$ cat src/rtl/mul_unit.sv
// mul_unit: iterative shift-add multiplier for RV32M MUL/MULH/MULHSU/MULHU.
// Sits in EX beside the ALU and holds busy until the 32-bit result is ready.
//
// Ports:
//   clk     in   rising-edge clock
//   rst     in   asynchronous active-low reset
//   start   in   request, sampled only in IDLE (together with op, a, b)
//   op      in   00=MUL 01=MULH 10=MULHSU 11=MULHU
//   a, b    in   rs1 / rs2 operands
//   kill    in   synchronous pipeline flush (aborts CALC/FIX)
//   busy    out  high in every state except IDLE
//   done    out  one-cycle pulse when result is valid
//   result  out  selected product word, held until the next FIX
//
// Build option: define MUL_EARLY_EXIT_EN to stop iterating once the
// remaining multiplier bits are all zero (results unchanged, lower latency).

module mul_rca32 (
  input  logic [31:0] i_a,
  input  logic [31:0] i_b,
  input  logic        i_cin,
  output logic [31:0] o_sum,
  output logic        o_cout
);

  logic [32:0] w_c;

  assign w_c[0] = i_cin;

  for (genvar i = 0; i < 32; i++) begin : g_fa
    assign o_sum[i]  = i_a[i] ^ i_b[i] ^ w_c[i];
    assign w_c[i+1]  = (i_a[i] & i_b[i])
                     | (w_c[i] & (i_a[i] ^ i_b[i]));
  end

  assign o_cout = w_c[32];

endmodule

module mul_unit #(
  parameter int XLEN = 32
) (
  input  logic            clk,
  input  logic            rst,
  input  logic            start,
  input  logic [1:0]      op,
  input  logic [XLEN-1:0] a,
  input  logic [XLEN-1:0] b,
  input  logic            kill,
  output logic            busy,
  output logic            done,
  output logic [XLEN-1:0] result
);

  typedef enum logic [1:0] {
    S_IDLE,
    S_CALC,
    S_FIX,
    S_DONE
  } state_t;

  state_t      r_state;
  logic [1:0]  r_op;
  logic        r_neg;
  logic [31:0] r_mcand;
  logic [31:0] r_mplier;
  logic [31:0] r_acc_hi;
  logic [31:0] r_acc_lo;
  logic [4:0]  r_count;
  logic        r_busy;
  logic        r_done;
  logic [31:0] r_result;

  logic        w_sign_a;
  logic        w_sign_b;
  logic [31:0] w_mcand_in;
  logic [31:0] w_mplier_in;
  logic [31:0] w_addend;
  logic [31:0] w_sum;
  logic        w_cout;
  logic [31:0] w_hi_nx;
  logic [31:0] w_lo_nx;
  logic [31:0] w_mplier_nx;
  logic [63:0] w_acc_nx;
  logic        w_last;
  logic [63:0] w_prod;
  logic [63:0] w_prod_fix;

  // rs1 is signed for MULH and MULHSU, rs2 only for MULH.
  assign w_sign_a = a[31] & (op == 2'b01 | op == 2'b10);
  assign w_sign_b = b[31] & (op == 2'b01);

  // Two's-complement magnitude; 0x80000000 maps onto itself, which is
  // exactly 2^31 when read as unsigned.
  assign w_mcand_in  = w_sign_a ? (~a + 32'd1) : a;
  assign w_mplier_in = w_sign_b ? (~b + 32'd1) : b;

  assign w_addend = r_mplier[0] ? r_mcand : 32'd0;

  mul_rca32 u_add (
    .i_a    (r_acc_hi),
    .i_b    (w_addend),
    .i_cin  (1'b0),
    .o_sum  (w_sum),
    .o_cout (w_cout)
  );

  // One shift-add step: carry enters the top, sum[0] drops into acc_lo.
  assign w_hi_nx     = {w_cout, w_sum[31:1]};
  assign w_lo_nx     = {w_sum[0], r_acc_lo[31:1]};
  assign w_mplier_nx = {1'b0, r_mplier[31:1]};

`ifdef MUL_EARLY_EXIT_EN
  logic [5:0] w_shamt;

  // After count+1 steps the product sits 31-count places too high.
  assign w_shamt  = 6'd31 - {1'b0, r_count};
  assign w_last   = (w_mplier_nx == 32'd0) | (r_count == 5'd31);
  assign w_acc_nx = (w_mplier_nx == 32'd0)
                  ? ({w_hi_nx, w_lo_nx} >> w_shamt)
                  : {w_hi_nx, w_lo_nx};
`else
  assign w_last   = (r_count == 5'd31);
  assign w_acc_nx = {w_hi_nx, w_lo_nx};
`endif

  assign w_prod     = {r_acc_hi, r_acc_lo};
  assign w_prod_fix = r_neg ? (~w_prod + 64'd1) : w_prod;

  always_ff @(posedge clk or negedge rst) begin
    if (!rst) begin
      r_state  <= S_IDLE;
      r_op     <= 2'b00;
      r_neg    <= 1'b0;
      r_mcand  <= 32'd0;
      r_mplier <= 32'd0;
      r_acc_hi <= 32'd0;
      r_acc_lo <= 32'd0;
      r_count  <= 5'd0;
      r_busy   <= 1'b0;
      r_done   <= 1'b0;
      r_result <= 32'd0;
    end else begin
      unique case (r_state)
        S_IDLE: begin
          if (start && !kill) begin
            r_op     <= op;
            r_neg    <= w_sign_a ^ w_sign_b;
            r_mcand  <= w_mcand_in;
            r_mplier <= w_mplier_in;
            r_acc_hi <= 32'd0;
            r_acc_lo <= 32'd0;
            r_count  <= 5'd0;
            r_busy   <= 1'b1;
            r_state  <= S_CALC;
          end
        end
        S_CALC: begin
          if (kill) begin
            r_busy  <= 1'b0;
            r_state <= S_IDLE;
          end else begin
            {r_acc_hi, r_acc_lo} <= w_acc_nx;
            r_mplier <= w_mplier_nx;
            r_count  <= r_count + 5'd1;
            if (w_last) begin
              r_state <= S_FIX;
            end
          end
        end
        S_FIX: begin
          if (kill) begin
            r_busy  <= 1'b0;
            r_state <= S_IDLE;
          end else begin
            r_result <= (r_op == 2'b00) ? w_prod_fix[31:0]
                                        : w_prod_fix[63:32];
            r_done   <= 1'b1;
            r_state  <= S_DONE;
          end
        end
        S_DONE: begin
          // Already committed: kill and start are both ignored here.
          r_done  <= 1'b0;
          r_busy  <= 1'b0;
          r_state <= S_IDLE;
        end
        default: begin
          r_done  <= 1'b0;
          r_busy  <= 1'b0;
          r_state <= S_IDLE;
        end
      endcase
    end
  end

  assign busy   = r_busy;
  assign done   = r_done;
  assign result = r_result;

endmodule

$ cat config.mk
export PLATFORM = sky130hd
export DESIGN_NAME = mul_unit
export DESIGN_NICKNAME = d
export VERILOG_FILES = /design/src/rtl/mul_unit.sv
export SDC_FILE = /design/constraint.sdc
export NUM_CORES = 1
export LEC_CHECK = 0
export BUFFER_PORTS_ARGS = -buffer_cell sky130_fd_sc_hd__buf_4
export CORE_MARGIN = 1
export CORE_UTILIZATION = 60
export CTS_CLUSTER_DIAMETER = 60
export DETAILED_ROUTE_END_ITERATION = 12
export PLACE_DENSITY = 0.81
export SLEW_MARGIN = 20
export SYNTH_ARGS = -nofsm -noshare
export SYNTH_HDL_FRONTEND = slang
export SYNTH_SLANG_ARGS = --single-unit
$ cat constraint.sdc
create_clock -name clk -period 39.9 [get_ports clk]
set_clock_uncertainty 0.2 [all_clocks]
set_input_delay 9.975 -clock clk [delete_from_list [all_inputs] [get_ports clk]]
set_output_delay 9.975 -clock clk [all_outputs]
set_load 0.05 [all_outputs]
== Word-level counts from Yosys, hierarchy flattened ==
Cells that the tools add are included.

* Word-level logic and storage cells: 230
* Output and inout port bits: 34
* Register bits after elaboration: 172
* Input port bits: 70

* Add/subtract/negate cells: 4
* Reductions and logical operators: 13
* Mux-type cells: 26
* Bitwise operators: 165
* Eq/ne operators: 11

{| class="wikitable"
|+ Operator list
! kind !! number
|-
| 32-bit two-way mux || 9
|-
| 32-bit one-hot mux with 2 select lines || 3
|-
| 1-bit bitwise AND || 65
|-
| 32-bit by 1-bit adder with 32-bit output, second input constant || 2
|-
| 64-bit by 1-bit adder with 64-bit output, second input constant || 1
|-
| 64-bit two-way mux || 1
|-
| 32-bit NOT || 2
|-
| 64-bit NOT || 1
|-
| 1-bit XOR || 64
|-
| 1-bit bitwise OR || 32
|-
| 5-bit two-way mux || 2
|-
| 5-bit one-hot mux with 2 select lines || 1
|-
| 2-bit AND reduction || 5
|-
| 2-bit two-way mux || 4
|-
| 2-bit one-hot mux with 4 select lines || 1
|-
| 2-bit equality test, second input constant || 3
|-
| 2-bit inequality test, second input constant || 3
|-
| 5-bit by 1-bit adder with 5-bit output, second input constant || 1
|-
| 5-bit equality test, second input constant || 1
|-
| 2-bit by 1-bit equality test with 1-bit output, second input constant || 2
|-
| 2-bit logical NOT || 2
|-
| 2-bit nonzero test || 2
|-
| 1-bit two-way mux || 3
|-
| 3-bit inequality test, second input constant || 1
|-
| other kinds (8) || 8
|}

== Longest topological paths before layout ==
Gate-level depths: netlist (run 1).

* Word-level depth: 66
* Gate-level depth with buffers: 37
* Depth with buffers taken out: 37

== Cells and area by module ==
A second synthesis (run 1) with hierarchy kept.

* Cell total of the unflattened synthesis: 1167
* Area, all modules: 10764.1 µm²

{| class="wikitable"
|+ Modules (own cells, without submodules)
! module !! area each (µm²) !! seq. area each (µm²) !! cells each !! instances
|-
| mul_unit || 10085.9 || 4304.1 || 1125 || 1
|-
| mul_rca32 || 678.2 || 0.0 || 42 || 1
|}

== Least setup slack after synthesis (run 1) ==
OpenSTA, ideal clock, no wires.

* Kind: register to register
* Start: register r_mplier[0]
* End: register r_acc_hi[30]
* Stages on the path, launching flop included: 37
* Arrival: 12560 ps
* Slack: 26999 ps
* Clock period less this slack: 12901 ps
* Setup time: 141 ps
* Required time: 39559 ps
* Cell sequence: dfrtp_1 -> clkbuf_1 -> nand2_1 -> fa_1 -> fa_1 -> fa_1 -> fa_1 -> fa_1 -> fa_1 -> fa_1 -> fa_1 -> fa_1 -> fa_1 -> fa_1 -> fa_1 -> fa_1 -> fa_1 -> fa_1 -> fa_1 -> fa_1 -> fa_1 -> fa_1 -> fa_1 -> fa_1 -> fa_1 -> fa_1 -> fa_1 -> fa_1 -> fa_1 -> fa_1 -> fa_1 -> fa_1 -> inv_1 -> fa_1 -> inv_1 -> fa_1 -> o22ai_1

* Cells in the longest elaborated chain, start to end: 65

{| class="wikitable"
|+ RTL lines
! element !! RTL line !! source
|-
| from (decl) || 66 || <nowiki>logic [31:0] r_mplier;</nowiki>
|-
| from (signal assigned) || 150 || <nowiki>r_mplier <= w_mplier_in;</nowiki>
|-
| from (signal assigned) || 164 || <nowiki>r_mplier <= w_mplier_nx;</nowiki>
|-
| 32-bit two-way mux (*) || 98 || <nowiki>assign w_addend = r_mplier[0] ? r_mcand : 32'd0;</nowiki>
|-
| 1-bit bitwise AND / 1-bit XOR (equally long branches) || 32, 33 ||
|-
| 1-bit bitwise AND || 33 || <nowiki>| (w_c[i] & (i_a[i] ^ i_b[i]));</nowiki>
|-
| 1-bit bitwise OR || 33 ||
|-
| 1-bit bitwise AND || 33 ||
|-
| 1-bit bitwise OR || 33 ||
|-
| 1-bit bitwise AND || 33 ||
|-
| 1-bit bitwise OR || 33 ||
|-
| [49 not listed] || - ||
|-
| 1-bit bitwise OR || 33 ||
|-
| 1-bit bitwise AND || 33 ||
|-
| 1-bit bitwise OR || 33 ||
|-
| 1-bit bitwise AND || 33 ||
|-
| 1-bit bitwise OR || 33 ||
|-
| 1-bit XOR (*) || 31 || <nowiki>assign o_sum[i] = i_a[i] ^ i_b[i] ^ w_c[i];</nowiki>
|-
| 32-bit two-way mux (*) || 159 || <nowiki>if (kill) begin</nowiki>
|-
| 32-bit one-hot mux with 2 select lines (*) || 144 || <nowiki>unique case (r_state)</nowiki>
|-
| to (signal assigned) || 163 || <nowiki>{r_acc_hi, r_acc_lo} <= w_acc_nx;</nowiki>
|-
| to (decl) || 67 || <nowiki>logic [31:0] r_acc_hi;</nowiki>
|}

Every way passes the cells marked *; elsewhere a longest branch is shown, timed or not. The select of a mux whose other input is x is not followed.
A chain may end at the register's enable or synchronous reset.

== Worst setup path after layout (run 1) ==
Ends and elaborated chain as after synthesis.

==> results of run 1 <==
-- path summary, 6_finish.rpt --
kind / start / endpoint / slack, ps / cells after the start
hold / removal: r_mplier[13]$_DFFE_PN0P_ / r_mplier[13]$_DFFE_PN0P_ / 280 / 2
min in group asynchronous: rst / r_acc_lo[18]$_DFFE_PN0P_ / 9390 / 1
hold reg to reg: r_mplier[13]$_DFFE_PN0P_ / r_mplier[13]$_DFFE_PN0P_ / 280 / 2
max in group asynchronous: rst / r_acc_hi[31]$_DFFE_PN0P_ / 28910 / 2
setup reg to reg: r_mplier[0]$_DFFE_PN0P_ / r_acc_hi[30]$_DFFE_PN0P_ / 25890 / 37
setup / recovery: r_mplier[0]$_DFFE_PN0P_ / r_acc_hi[30]$_DFFE_PN0P_ / 25890 / 37
-- cells by family (layout without fill, tap and decap cells) --
kind of cell,count (synthesis),in the layout
buffers and inverters,133,197
XOR/XNOR,96,96
AND/OR/NAND/NOR,371,371
AO/OA/AOI/OAI,354,354
flip-flops,172,172
multiplexers,22,22
adder cells (fa/ha/maj),43,43
-- area by class of cell --
type                    instances  area [um^2]
multi-input cells             886         5950
fillers                      1369         5210
flip-flops and latches        172         4300
repair buffers                114          883
clock buffers                  22          484
well taps                     225          282
inverters                      51          191
clock inverters                10          113
-- where the power goes --
part / switching [mW] / internal [mW]
Clock: 0.0683 / 0.0987
Sequential: 0.0552 / 0.241
Combinational: 0.323 / 0.164
Total: 0.446 / 0.503
-- layer usage --
metal | share of wire [%] | global-route usage (%) | up-vias | routed length, um
met2 | 45 | 46.0 | 451 | 12100
met5 | 0 | 0 | - | 0
met3 | 7.8 | 6.45 | 53 | 2110
met4 | 2.1 | 9.51 | 0 | 569
li1 | - | - | 4412 | -
met1 | 45 | 45.2 | 4519 | 12100
-- sequential cells by signal, indices dropped and copies added, names as in the netlist --
signal and count:
result 32, r_state 2, r_acc_lo 32, r_count 5
busy 1, r_mcand 32, r_mplier 32, r_acc_hi 32
r_neg 1, r_op 2, done 1
-- per-stage QoR --
stage	instances	hold WS, ps	total power [mW]
CTS	1479	284	0.938
floorplan	1191	241	0.638
detailed placement	1447	263	0.770
global route	1480	301	1.01
global placement	1447	252	0.759
finish	1480	281	0.950
-- critical path, delay by kind of cell (launching register included) --
family,cells,cell delay (ps)
flops,1,950
compound gates,1,80
fa+ha+maj,32,12170
simple gates,1,260
buf+inv,3,180
-- synthesized netlist by cell type (27+ instances only) --
library cell	instances	share of area, %
fa_1	31	5.8
clkbuf_1	69	2.4
nor2_1	73	2.5
xnor2_1	61	5.0
nand2_1	130	4.5
a21oi_1	69	3.2
o21ai_0	116	5.4
dfrtp_1	172	40
inv_1	51	1.8
a22o_1	33	2.7
nor4_1	27	1.6
xor2_1	35	2.9
o22ai_1	39	2.3
==> summary.md, run 1 <==
| Metric | Value |
|---|---|
| Run status | finished clean |
| #FFs+latches synth | 172 |
| Post-synthesis mux area share | 2.11% |
| Area share of fa/ha/maj cells after synthesis | 7.17% |
| Post-route cell area | between 10000 and 15000 um^2 |
| Worst Hold Class | reg -> reg |
| Std-Cell Core Area | approximately 17000 um^2 |
| Routed Antenna Nets | 0 |
| Sequential area share after synthesis | about two fifths |
| Syn Inst Count | roughly 1200 |
| DIE AREA | approximately 18000 um^2 |
| Xor and xnor fraction of the mapped netlist area | 7.82% |
| Synthesized area per cell | 9.03 um^2 |
| Yosys cell types | 67 |
| Vias post-DR | 9435 |
| Max clock buf depth | 2 |
| Commonest non-fill, non-tap cell in the layout | dfrtp_1 |
| Part of the cycle the worst path needs | 35.1% |
| Power density cells | roughly 78 nW/um^2 |
| Syn nets | about 1300 |
| H-tree Lvls | 4 |
| Fin nets | about 1400 |
| Routed wire per std cell | ~18 um |
| Post-CTS Repair Setup Buffers | 0 |
| Hold buffers post-CTS | 0 |
| Max cap viols | 0 |
| Critical setup path kind | reg -> reg |
| Leak pwr | roughly 5.2 nW |
| Post-synth EDFFs | 0 |
| Setup-failing EPs final | 0 |
| Worst Setup Slack, final | ~26000 ps |
| Highest clock rate | roughly 71 MHz |
| Routed WL | between 20 and 30 mm |
| Mapped Area | 10800 um^2 |
| First-pass GRT wire length | around 45 mm |
| Synth Area in Simple Gates | about 17% |
| Row count | 48 |
| DIE HEIGHT | 136 um |
| CP Capture Type | register |
| Worst Max-Slew Pin Slew | ~1000 ps |
| Die Wd | around 140 um |
| Most frequent CP cell | fa_1 |
| GPL Wtd Cong | ~0.93 |
| Top-level I/O count | 104 |
| Final core utilization | 70.1% |
| Root buffer cell | clkbuf_16 |
| Async S/R FF share, synth | 100% |
| Pins Over Slew Limit | 0 |
| TritonCTS clock tree | built |
| Post-CTS sizing | 0 |
| Complex-gate fraction of the synthesized area | a little over a fifth |
| Share of cells above drive strength 1 | approximately 14% |
| Clock latency on the worst-skew pair | around 430 ps |
| Initial antenna violation count | 0 |
| Synth Flop Type | dfrtp_1 |
| Vias per inst | roughly 6.4 |
| P&R area growth vs syn | 13.6% |
| Vias in the first global route | roughly 8700 |
| Clock Sinks | approximately 170 |
| GRT Util Overall | between 30% and 40% |
| Startpoint Class | register |
| Reg clk slew, reported paths | 70 ps |
| Fin. Hold Viols | 0 |
| Max FO, Critical Path | 33 |
| Starting density of the core | between 60% and 70% |
| Crit path DAT | between 10000 and 15000 ps |
| YS warnings | 0 |
| Setup TNS | 0 ps |
| Slew headroom | between 30 and 40% |
| Peak per-stage delay on the critical path | ~950 ps |
| DPL Wire Length | 19.0 mm |
| Number of DRC markers in iteration 0 | between 1000 and 1500 |
| Total congestion overflow | 0 |
| Most frequent cells in the layout | 172 x dfrtp_1, 130 x nand2_1, 116 x o21ai_0, 111 x buf_4, 71 x nor2_1 |
| Largest family of logic cells by synthesized area | compound AO/OA/AOI/OAI gates |
| Post-place instance area | about 12000 um^2 |
| # diodes | 0 |
| Maximum number of pins on one net before global-route repair | between 90 and 100 |
| Slowest-stage cell, CP | dfrtp_1 |
| # port buffers | 103 |
| Dpl ws | ~26000 ps |
| # DRC | 0 |
| RSZ-0062 raised after global routing | no |
| Req. time, crit path | around 40000 ps |
| CTS Buf Count | 17 |
| Tmin final | about 14000 ps |
| Maximum vdd drop | ~0.000056 V |
| Number of detailed-route iterations in the first pass | 5 |
No activity file was read; power rests on OpenSTA's default activity.
==> run 2, diff against run 1 <==
- clock period: 39.9 -> 13.9 ns (I/O delays scaled with it)
==> run 2 against run 1 <==
Compared with the run above: wire length grew 4.0%; combinational power rose to 2.9 times the previous value; non-clock buffer count rose by 2; cell area is 0.81% higher.
==> summary.md, run 2 (same netlist as run 1, synthesis figures left out) <==
| Metric | Value |
|---|---|
| Critical setup path kind | reg -> reg (unchanged) |
| Max cap viols | 0 (unchanged) |
| GRT Util Overall | 31.7% (was 30.9%) |
| Root buffer cell | clkbuf_16 (unchanged) |
| Routed Antenna Nets | 0 (unchanged) |
| Hold depth | 2 (unchanged) |
| Top-level I/O count | 104 (unchanged) |
| CP Capture Type | register (unchanged) |
| DIE HEIGHT | 136 um (unchanged) |
| Part of the cycle the worst path needs | 96.5% (was 35.1%) |
| Fin. Hold Viols | 0 (unchanged) |
| Worst r2r path cells | 37 (unchanged) |
| Number of detailed-route iterations in the first pass | 5 (unchanged) |
| Slowest-stage cell, CP | fa_1 (was dfrtp_1) |
| Power density cells | 229 nW/um^2 (was 77.8 nW/um^2) |
| DPL Wire Length | 19.5 mm (was 19.0 mm) |
| TritonCTS clock tree | built (unchanged) |
| First-pass GRT wire length | 45.4 mm (was 44.6 mm) |
| Reg clk slew, reported paths | 60 ps (was 70 ps) |
| Req. time, crit path | 14000 ps (was 39990 ps) |
| Share of cells above drive strength 1 | 13.6% (was 13.5%) |
| DIE AREA | 18500 um^2 (unchanged) |
| Initial antenna violation count | 0 (unchanged) |
| Vias per inst | 6.42 (was 6.38) |
| Total congestion overflow | 0 (unchanged) |
| # diodes | 0 (unchanged) |
| Commonest non-fill, non-tap cell in the layout | dfrtp_1 (unchanged) |
| CTS Buf Count | 17 (unchanged) |
| Run status | finished clean (unchanged) |
| Std-Cell Core Area | 17400 um^2 (unchanged) |
| Leak pwr | 5.20 nW (was 5.15 nW) |
| Worst Max-Slew Pin Slew | 1010 ps (was 1050 ps) |
| H-tree Lvls | 4 (unchanged) |
| Max FO, Critical Path | 3 (was 33) |
| Highest clock rate | 74.5 MHz (was 71.4 MHz) |
| Number of DRC markers in iteration 0 | 908 (was 1073) |
| Most frequent CP cell | fa_1 (unchanged) |
| Slew headroom | 32.7% (was 30.0%) |
| Post-route cell area | 12300 um^2 (was 12200 um^2) |
| Most frequent cells in the layout | 172 x dfrtp_1, 130 x nand2_1, 116 x o21ai_0, 114 x buf_4, 71 x nor2_1 (was 172 x dfrtp_1, 130 x nand2_1, 116 x o21ai_0, 111 x buf_4, 71 x nor2_1) |
| Post-CTS Repair Setup Buffers | 0 (unchanged) |
| P&R area growth vs syn | 14.5% (was 13.6%) |
| Tmin final | 13410 ps (was 14010 ps) |
| Post-CTS sizing | 0 (unchanged) |
| Setup-failing EPs final | 0 (unchanged) |
| Startpoint Class | register (unchanged) |
| Routed WL | 27.9 mm (was 26.9 mm) |
| Worst Hold Class | reg -> reg (unchanged) |
| Maximum vdd drop | 0.000123 V (was 0.0000557 V) |
| Clock latency on the worst-skew pair | 440 ps (was 430 ps) |
| Hold buffers post-CTS | 0 (unchanged) |
| Max clock buf depth | 2 (unchanged) |
| Fin nets | 1357 (was 1355) |
| Vias post-DR | 9510 (was 9435) |
| Peak per-stage delay on the critical path | 480 ps (was 950 ps) |
| Setup TNS | 0 ps (unchanged) |
| Clock Sinks | 172 (unchanged) |
| Pins Over Slew Limit | 0 (unchanged) |
| Vias in the first global route | 8883 (was 8712) |
| # port buffers | 103 (unchanged) |
| RSZ-0062 raised after global routing | no (unchanged) |
| Post-place instance area | 11600 um^2 (about the same) |
| Crit path DAT | 13510 ps (was 14090 ps) |
| Row count | 48 (unchanged) |
| Die Wd | 136 um (unchanged) |
| Maximum number of pins on one net before global-route repair | 97 (was 91) |
| # DRC | 0 (unchanged) |
| GPL Wtd Cong | 0.920 (was 0.932) |
| Starting density of the core | 61.7% (unchanged) |
| Routed wire per std cell | 18.9 um (was 18.2 um) |
-- run 2: area by class of cell --
| cell class | count | area, um^2 |
|---|---|---|
| clock buffer | 22 | 474 |
| inverter | 51 | 191 |
| tap | 225 | 282 |
| fill | 1373 | 5110 |
| sequential | 172 | 4300 |
| timing repair buffer | 116 | 895 |
| multi-input combinational | 886 | 5950 |
| clock inverter | 10 | 210 |
-- run 2: routing by layer --
metal / vias up / wire length, um / GRT usage, %
met5: - / 0 / 0
met4: 0 / 897 / 13.8
met3: 72 / 2240 / 6.19
met2: 450 / 12600 / 47.9
met1: 4584 / 12200 / 44.5
li1: 4404 / - / -
-- run 2: worst paths after layout --
path                                    startpoint                        to  slack (ps)
setup reg to reg           r_mplier[0]$_DFFE_PN0P_  r_acc_hi[30]$_DFFE_PN0P_         490
min in group asynchronous                      rst  r_acc_lo[19]$_DFFE_PN0P_        2900
setup / recovery           r_mplier[0]$_DFFE_PN0P_  r_acc_hi[30]$_DFFE_PN0P_         490
hold / removal             r_mcand[30]$_DFFE_PN0P_   r_mcand[30]$_DFFE_PN0P_         280
max in group asynchronous                      rst  r_mplier[23]$_DFFE_PN0P_        9090
hold reg to reg            r_mcand[30]$_DFFE_PN0P_   r_mcand[30]$_DFFE_PN0P_         280
-- run 2: power breakdown --
group / total (mW) / switching [mW] / internal, mW
clock network: 0.548 / 0.197 / 0.352
logic: 1.43 / 0.952 / 0.476
registers: 0.841 / 0.149 / 0.692
-- run 2: critical path, delay by kind of cell, from the launching register on --
kind / cells / cell delay, ps
buffers and inverters: 3 / 180
AOI/OAI and AO/OA: 1 / 80
and+or+nand+nor: 1 / 130
DFF: 1 / 360
adders and majority gates: 32 / 12340
-- run 2: metrics by stage --
stage | hold slack [ps] | setup WS (ps) | instances | utilization, % | power [mW]
detailed placement | 266 | 571 | 1449 | 66.6 | 2.23
CTS | 282 | 513 | 1481 | 70.5 | 2.79
floorplan | 241 | 999 | 1191 | - | 1.83
global route | 300 | 117 | 1482 | 70.7 | 2.98
finish | 275 | 485 | 1482 | 70.7 | 2.82
global placement | 259 | 818 | 1449 | 66.6 | 2.19
